==> config.mk <==
export PLATFORM = sky130hd
export DESIGN_NAME = mips_multicycle_control
export DESIGN_NICKNAME = d
export VERILOG_FILES = /design/src/rtl/mips_ctrl_pkg.sv /design/src/rtl/mips_ctrl_decode.sv /design/src/rtl/mips_multicycle_control.sv
export SDC_FILE = /design/constraint.sdc
export NUM_CORES = 1
export LEC_CHECK = 0
export ABC_AREA = 1
export BUFFER_PORTS_ARGS = -buffer_cell sky130_fd_sc_hd__buf_2
export CORE_AREA = 2 2 39 41
export CTS_BUF_LIST = sky130_fd_sc_hd__clkbuf_8
export DETAILED_ROUTE_END_ITERATION = 7
export DIE_AREA = 0 0 41 43
export GPL_TIMING_DRIVEN = 0
export HOLD_SLACK_MARGIN = 0.03
export PLACE_DENSITY = 0.78
export SETUP_SLACK_MARGIN = 0.05
export SLEW_MARGIN = 20
export SYNTH_ARGS = -nofsm -noshare
export SYNTH_HDL_FRONTEND = slang
export SYNTH_SLANG_ARGS = --single-unit
==> constraint.sdc <==
create_clock -name clk -period 2.4 [get_ports clk]
set_input_delay 0.12 -clock clk [delete_from_list [all_inputs] [get_ports clk]]
set_output_delay 0.12 -clock clk [all_outputs]
set_load 0.02 [all_outputs]
==> src/rtl/mips_ctrl_pkg.sv <==
// Shared encodings for the multi-cycle MIPS control path:
// opcodes, FSM states and datapath mux/ALU select codes.
package mips_ctrl_pkg;

   localparam logic [5:0] OPC_RTYPE = 6'h00;
   localparam logic [5:0] OPC_LW    = 6'h23;
   localparam logic [5:0] OPC_SW    = 6'h2B;
   localparam logic [5:0] OPC_BEQ   = 6'h04;
   localparam logic [5:0] OPC_BNE   = 6'h05;
   localparam logic [5:0] OPC_J     = 6'h02;
   localparam logic [5:0] OPC_ADDI  = 6'h08;

   typedef enum logic [3:0] {
      S_IDLE   = 4'd0,
      S_FETCH  = 4'd1,
      S_DECODE = 4'd2,
      S_MEMADR = 4'd3,
      S_MEMRD  = 4'd4,
      S_MEMWB  = 4'd5,
      S_MEMWR  = 4'd6,
      S_REXEC  = 4'd7,
      S_RWB    = 4'd8,
      S_BRANCH = 4'd9,
      S_JUMP   = 4'd10,
      S_IEXEC  = 4'd11,
      S_IWB    = 4'd12,
      S_TRAP   = 4'd13
   } state_t;

   localparam logic [1:0] ALU_ADD   = 2'b00;
   localparam logic [1:0] ALU_SUB   = 2'b01;
   localparam logic [1:0] ALU_FUNCT = 2'b10;

   localparam logic [1:0] SRCB_REG   = 2'd0;
   localparam logic [1:0] SRCB_FOUR  = 2'd1;
   localparam logic [1:0] SRCB_IMM   = 2'd2;
   localparam logic [1:0] SRCB_IMMSH = 2'd3;

   localparam logic [1:0] PCSRC_ALU    = 2'd0;
   localparam logic [1:0] PCSRC_ALUOUT = 2'd1;
   localparam logic [1:0] PCSRC_JUMP   = 2'd2;

   typedef struct packed {
      logic       pc_write;
      logic       pc_write_cond;
      logic       branch_ne;
      logic       iord;
      logic       mem_read;
      logic       mem_write;
      logic       ir_write;
      logic       memto_reg;
      logic       reg_dst;
      logic       reg_write;
      logic       alu_src_a;
      logic [1:0] alu_src_b;
      logic [1:0] aluop;
      logic [1:0] pc_source;
      logic       instr_done;
   } ctrl_t;

endpackage

==> src/rtl/mips_ctrl_decode.sv <==
// State-to-control-vector decoder; only FETCH and MEMWR
// look at mem_ready, only BRANCH looks at the opcode.
module mips_ctrl_decode
   import mips_ctrl_pkg::*;
#(
   parameter int              OP_W   = 6,
   parameter logic [OP_W-1:0] OP_BNE = OP_W'(OPC_BNE),
   parameter bit              EN_BNE = 1'b1
) (
   input  state_t          state,
   input  logic [OP_W-1:0] op,
   input  logic            mem_ready,
   output ctrl_t           ctrl
);

   always_comb begin
      ctrl = '0;
      unique case (state)
         S_FETCH: begin
            ctrl.mem_read  = 1'b1;
            ctrl.alu_src_b = SRCB_FOUR;
            ctrl.aluop     = ALU_ADD;
            ctrl.pc_source = PCSRC_ALU;
            ctrl.ir_write  = mem_ready;
            ctrl.pc_write  = mem_ready;
         end
         S_DECODE: begin
            ctrl.alu_src_b = SRCB_IMMSH;
            ctrl.aluop     = ALU_ADD;
         end
         S_MEMADR, S_IEXEC: begin
            ctrl.alu_src_a = 1'b1;
            ctrl.alu_src_b = SRCB_IMM;
            ctrl.aluop     = ALU_ADD;
         end
         S_MEMRD: begin
            ctrl.mem_read = 1'b1;
            ctrl.iord     = 1'b1;
         end
         S_MEMWB: begin
            ctrl.reg_write  = 1'b1;
            ctrl.memto_reg  = 1'b1;
            ctrl.instr_done = 1'b1;
         end
         S_MEMWR: begin
            ctrl.mem_write  = 1'b1;
            ctrl.iord       = 1'b1;
            ctrl.instr_done = mem_ready;
         end
         S_REXEC: begin
            ctrl.alu_src_a = 1'b1;
            ctrl.alu_src_b = SRCB_REG;
            ctrl.aluop     = ALU_FUNCT;
         end
         S_RWB: begin
            ctrl.reg_write  = 1'b1;
            ctrl.reg_dst    = 1'b1;
            ctrl.instr_done = 1'b1;
         end
         S_BRANCH: begin
            ctrl.alu_src_a     = 1'b1;
            ctrl.alu_src_b     = SRCB_REG;
            ctrl.aluop         = ALU_SUB;
            ctrl.pc_write_cond = 1'b1;
            ctrl.pc_source     = PCSRC_ALUOUT;
            ctrl.branch_ne     = EN_BNE && (op == OP_BNE);
            ctrl.instr_done    = 1'b1;
         end
         S_JUMP: begin
            ctrl.pc_write   = 1'b1;
            ctrl.pc_source  = PCSRC_JUMP;
            ctrl.instr_done = 1'b1;
         end
         S_IWB: begin
            ctrl.reg_write  = 1'b1;
            ctrl.instr_done = 1'b1;
         end
         default: ctrl = '0;
      endcase
   end

endmodule

==> src/rtl/mips_multicycle_control.sv <==
// Multi-cycle MIPS control FSM: state register, next-state
// logic and sticky illegal-opcode flag around the decoder.
module mips_multicycle_control
   import mips_ctrl_pkg::*;
#(
   parameter int              OP_W     = 6,
   parameter logic [OP_W-1:0] OP_RTYPE = OP_W'(OPC_RTYPE),
   parameter logic [OP_W-1:0] OP_LW    = OP_W'(OPC_LW),
   parameter logic [OP_W-1:0] OP_SW    = OP_W'(OPC_SW),
   parameter logic [OP_W-1:0] OP_BEQ   = OP_W'(OPC_BEQ),
   parameter logic [OP_W-1:0] OP_BNE   = OP_W'(OPC_BNE),
   parameter logic [OP_W-1:0] OP_J     = OP_W'(OPC_J),
   parameter logic [OP_W-1:0] OP_ADDI  = OP_W'(OPC_ADDI),
   parameter bit              EN_BNE   = 1'b1,
   parameter bit              EN_ADDI  = 1'b1
) (
   input  logic            clk,
   input  logic            rst_n,
   input  logic [OP_W-1:0] op,
   input  logic            mem_ready,
   output logic            PCWrite,
   output logic            PCWriteCond,
   output logic            BranchNe,
   output logic            IorD,
   output logic            MemRead,
   output logic            MemWrite,
   output logic            IRWrite,
   output logic            MemtoReg,
   output logic            RegDst,
   output logic            RegWrite,
   output logic            AluSrcA,
   output logic [1:0]      AluSrcB,
   output logic [1:0]      Aluop,
   output logic [1:0]      PCSource,
   output logic            instr_done,
   output logic            illegal,
   output logic [3:0]      state_o
);

   state_t state, next;
   logic   illegal_q;
   ctrl_t  ctrl;

   logic is_r, is_mem, is_br, is_j, is_addi;

   assign is_r    = (op == OP_RTYPE);
   assign is_mem  = (op == OP_LW) || (op == OP_SW);
   assign is_br   = (op == OP_BEQ) || (EN_BNE && (op == OP_BNE));
   assign is_j    = (op == OP_J);
   assign is_addi = EN_ADDI && (op == OP_ADDI);

   always_ff @(posedge clk or negedge rst_n) begin
      if (!rst_n) begin
         state     <= S_IDLE;
         illegal_q <= 1'b0;
      end else begin
         state <= next;
         if (next == S_TRAP)
            illegal_q <= 1'b1;
      end
   end

   always_comb begin
      next = state;
      unique case (state)
         S_IDLE:   next = S_FETCH;
         S_FETCH:  next = mem_ready ? S_DECODE : S_FETCH;
         S_DECODE: begin
            unique case (1'b1)
               is_mem:  next = S_MEMADR;
               is_r:    next = S_REXEC;
               is_br:   next = S_BRANCH;
               is_j:    next = S_JUMP;
               is_addi: next = S_IEXEC;
               default: next = S_TRAP;
            endcase
         end
         // Opcode is looked at again here, so the IR must hold.
         S_MEMADR: next = (op == OP_LW) ? S_MEMRD : S_MEMWR;
         S_MEMRD:  next = mem_ready ? S_MEMWB : S_MEMRD;
         S_MEMWR:  next = mem_ready ? S_FETCH : S_MEMWR;
         S_REXEC:  next = S_RWB;
         S_IEXEC:  next = S_IWB;
         S_MEMWB, S_RWB, S_BRANCH, S_JUMP, S_IWB:
                   next = S_FETCH;
         S_TRAP:   next = S_TRAP;
         default:  next = S_IDLE;
      endcase
   end

   mips_ctrl_decode #(
      .OP_W   (OP_W),
      .OP_BNE (OP_BNE),
      .EN_BNE (EN_BNE)
   ) u_decode (
      .state     (state),
      .op        (op),
      .mem_ready (mem_ready),
      .ctrl      (ctrl)
   );

   assign PCWrite     = ctrl.pc_write;
   assign PCWriteCond = ctrl.pc_write_cond;
   assign BranchNe    = ctrl.branch_ne;
   assign IorD        = ctrl.iord;
   assign MemRead     = ctrl.mem_read;
   assign MemWrite    = ctrl.mem_write;
   assign IRWrite     = ctrl.ir_write;
   assign MemtoReg    = ctrl.memto_reg;
   assign RegDst      = ctrl.reg_dst;
   assign RegWrite    = ctrl.reg_write;
   assign AluSrcA     = ctrl.alu_src_a;
   assign AluSrcB     = ctrl.alu_src_b;
   assign Aluop       = ctrl.aluop;
   assign PCSource    = ctrl.pc_source;
   assign instr_done  = ctrl.instr_done;
   assign illegal     = illegal_q;
   assign state_o     = state;

endmodule

==> flow_summary.ini <==
[layout]
number_of_nets_in_the_layout = 149
area_delta_synth_final_pct = 40.09
insertedDiodeCount = 0
finish.instance_area_um2 = 804.5
layout-drive-gt1-share_pct = 34.53

[sta]
worst_pin_slew_ns = 0.2803
report.final.hold_viol_count = 0
max-slew-margin-rel_pct = 81.12
max_clock_freq_ghz = 0.6331
slew_violations = 0
layout_worst_path_cycle_share_pct = 65.81
worst_clock_skew_ns = 0.002630
finalWorstPathRequiredPeriod_ns = 1.579
setup_viol_count_final = 0
finalSetupTns_ns = 0
rsz_0062_raised_after_global_routing = false

[worst_setup_path]
worstPathRequired_ns = 2.28
crit_fanout = 7
timing_worst_setup_path_type = reg2out
worstSetupStartpointType = flip-flop
critical_path.endpoint_type = output pin
worst_ep_arrival_time_ns = 1.46

[route]
remaining_drc_errors = 0
drt-total-wl_mm = 1.424
routed_wire_length_per_instance_um = 9.187
detail_route.iter0.violations = 13
routed-via-count = 744
average_vias_per_placed_instance = 4.800
detail-route-antenna-nets = 0
drt_pre_antenna_iters = 4

[power]
power.total_w = 0.001064
power.leakage_nw = 0.5490
vdd.ir_drop.worst_mv = 0.5761
p_per_cell_area_nw_per_um2 = 1322

[placed_design]
buffer_ports.inserted = 31
placement.cell_area_um2 = 749.5
gpl.final_weighted_congestion = 0.7396
hpwl_mm = 1.175

[die]
core.rowCount = 14
core_um2 = 1384
die_w_um = 41
die_footprint_um2 = 1763
boundaryPins = 32
fp.dieH_um = 43
initial_core_util_pct = 41.50

[clock_network]
tritoncts_num_sinks = 5
cts_max_path_buffers = 2
post_cts.resized_instances = 0
tritoncts_clock_tree = built
clkLatencyLatePin_ns = 0.22
tritoncts.num_buffers = 3
cts_h_tree_depth = 1
cts_root_buffer = sky130_fd_sc_hd__clkbuf_8
path_clk_slew_ns = 0.03

[yosys]
synth_area_um2 = 574.3
synth-warning-count = 0
synth-seq-cells = 5
netlist_instances = 103
yosys.cell_types.count = 16
synth_seq_area_share_pct = 21.79
avgSynthCellArea_um2 = 5.576
synth_fp_nets = 112

[grt]
vias_in_the_first_global_route = 566
grt-ovfl-total = 0
grtUsageTotal_pct = 16.62
grt_antenna_before_repair = 0
grt_pass1_wl_mm = 2.083
pin_count_of_the_biggest_net_entering_global_routing = 10

[run_status]
status = completed

[run]
count_of_max_cap_constraint_violations = 0

[hold_path]
hold_path_class = in2async
final timing paths:
path,start,end,slack (ns),cells after the start
max,state_o[1],instr_done,0.82,5
min,rst_n,state_o[0],0.24,2
max reg2reg,state_o[3],illegal,1.03,8
min reg2reg,illegal,illegal,0.48,2
max in group asynchronous,rst_n,state_o[2],2.04,2
min in group clk,mem_ready,state_o[0],0.31,4
per-layer routing:
layer  vias up  part of all wire [%]  GRT usage (%)
met5         -                     0              0
met3         0                   7.2          3.141
met1       324                    43          19.54
met4         0                     0          4.000
li1        392                     -              -
met2        28                    50          29.06
power by group:
part           switching, W  internal, W  leakage (nW)
clock network     0.0000368     0.000109        0.0269
logic              0.000516     0.000243         0.463
registers         0.0000422     0.000117        0.0595
total              0.000595     0.000468         0.549
logic make-up (layout without fill, tap and decap cells):
family | after synthesis | count (layout) | share of synthesized area, %
and+or+nand+nor | 68 | 68 | 55.56
AOI/OAI and AO/OA | 7 | 7 | 6.972
DFF | 5 | 5 | 21.79
buffers and inverters | 23 | 59 | 15.69
layout by cell type (no fill, tap or decap):
| cell | instances |
|---|---|
| sky130_fd_sc_hd__o21ai_0 | 5 |
| sky130_fd_sc_hd__nand2_2 | 1 |
| sky130_fd_sc_hd__nand3_2 | 3 |
| sky130_fd_sc_hd__nand3_1 | 10 |
| sky130_fd_sc_hd__nor2_1 | 22 |
| sky130_fd_sc_hd__nor2_4 | 3 |
| sky130_fd_sc_hd__nand4_1 | 1 |
| sky130_fd_sc_hd__nor3_1 | 2 |
| sky130_fd_sc_hd__inv_2 | 5 |
| sky130_fd_sc_hd__dfrtp_1 | 5 |
| sky130_fd_sc_hd__clkbuf_8 | 3 |
| sky130_fd_sc_hd__buf_4 | 1 |
| sky130_fd_sc_hd__dlygate4sd3_1 | 1 |
| sky130_fd_sc_hd__a211o_1 | 1 |
| sky130_fd_sc_hd__nor2_2 | 1 |
| sky130_fd_sc_hd__inv_1 | 18 |
| sky130_fd_sc_hd__o22ai_1 | 1 |
| sky130_fd_sc_hd__buf_2 | 31 |
| sky130_fd_sc_hd__nand2_1 | 25 |
critical path: stages (launching register included):
cell and delay (ns):
sky130_fd_sc_hd__dfrtp_1 0.44, sky130_fd_sc_hd__nor2_2 0.23, sky130_fd_sc_hd__inv_2 0.07, sky130_fd_sc_hd__o21ai_0 0.22, sky130_fd_sc_hd__a211o_1 0.13, sky130_fd_sc_hd__buf_2 0.15
area by class of cell:
class	instances	area [um^2]
Fill cell	147	579.3
Multi-Input combinational cell	75	359.1
Tap cell	16	20.02
Buffer	1	7.507
Timing Repair Buffer	32	165.2
Sequential cell	5	125.1
Inverter	22	82.58
Clock inverter	1	3.754
Clock buffer	3	41.29
flip-flops by register name, summed over array words and instances, names as in the netlist:
| register | flops |
|---|---|
| state_o | 4 |
| illegal | 1 |
synthesized netlist by cell type, drive strengths merged:
cell type | count | share of area [%]
nand2 | 26 | 17
nor2 | 26 | 21
inv | 22 | 14
nand3 | 13 | 14
dfrtp | 5 | 22
o21ai | 5 | 4.4
nor3 | 2 | 1.7
a211o | 1 | 1.5
buf | 1 | 1.3
nand4 | 1 | 1.1
o22ai | 1 | 1.1
metrics by stage:
step | setup slack (ns) | util [%] | instances | hold WS [ns]
after global placement | 1.059 | 54.16 | 150 | -0.06742
after global routing | 0.6622 | 58.14 | 155 | 0.2556
after detailed placement | 1.045 | 54.16 | 150 | -0.06675
after CTS | 0.8105 | 58.14 | 155 | 0.2360
final | 0.8206 | 58.14 | 155 | 0.2368
after floorplan | 0.6678 | - | 103 | -0.1756
repair_timing:
action | in CTS | in global routing
hold endpoints to repair | 5 | 0
hold buffers | 1 | 0
buffers inserted | 0 | 0
Power figures use the tool's default switching activity.
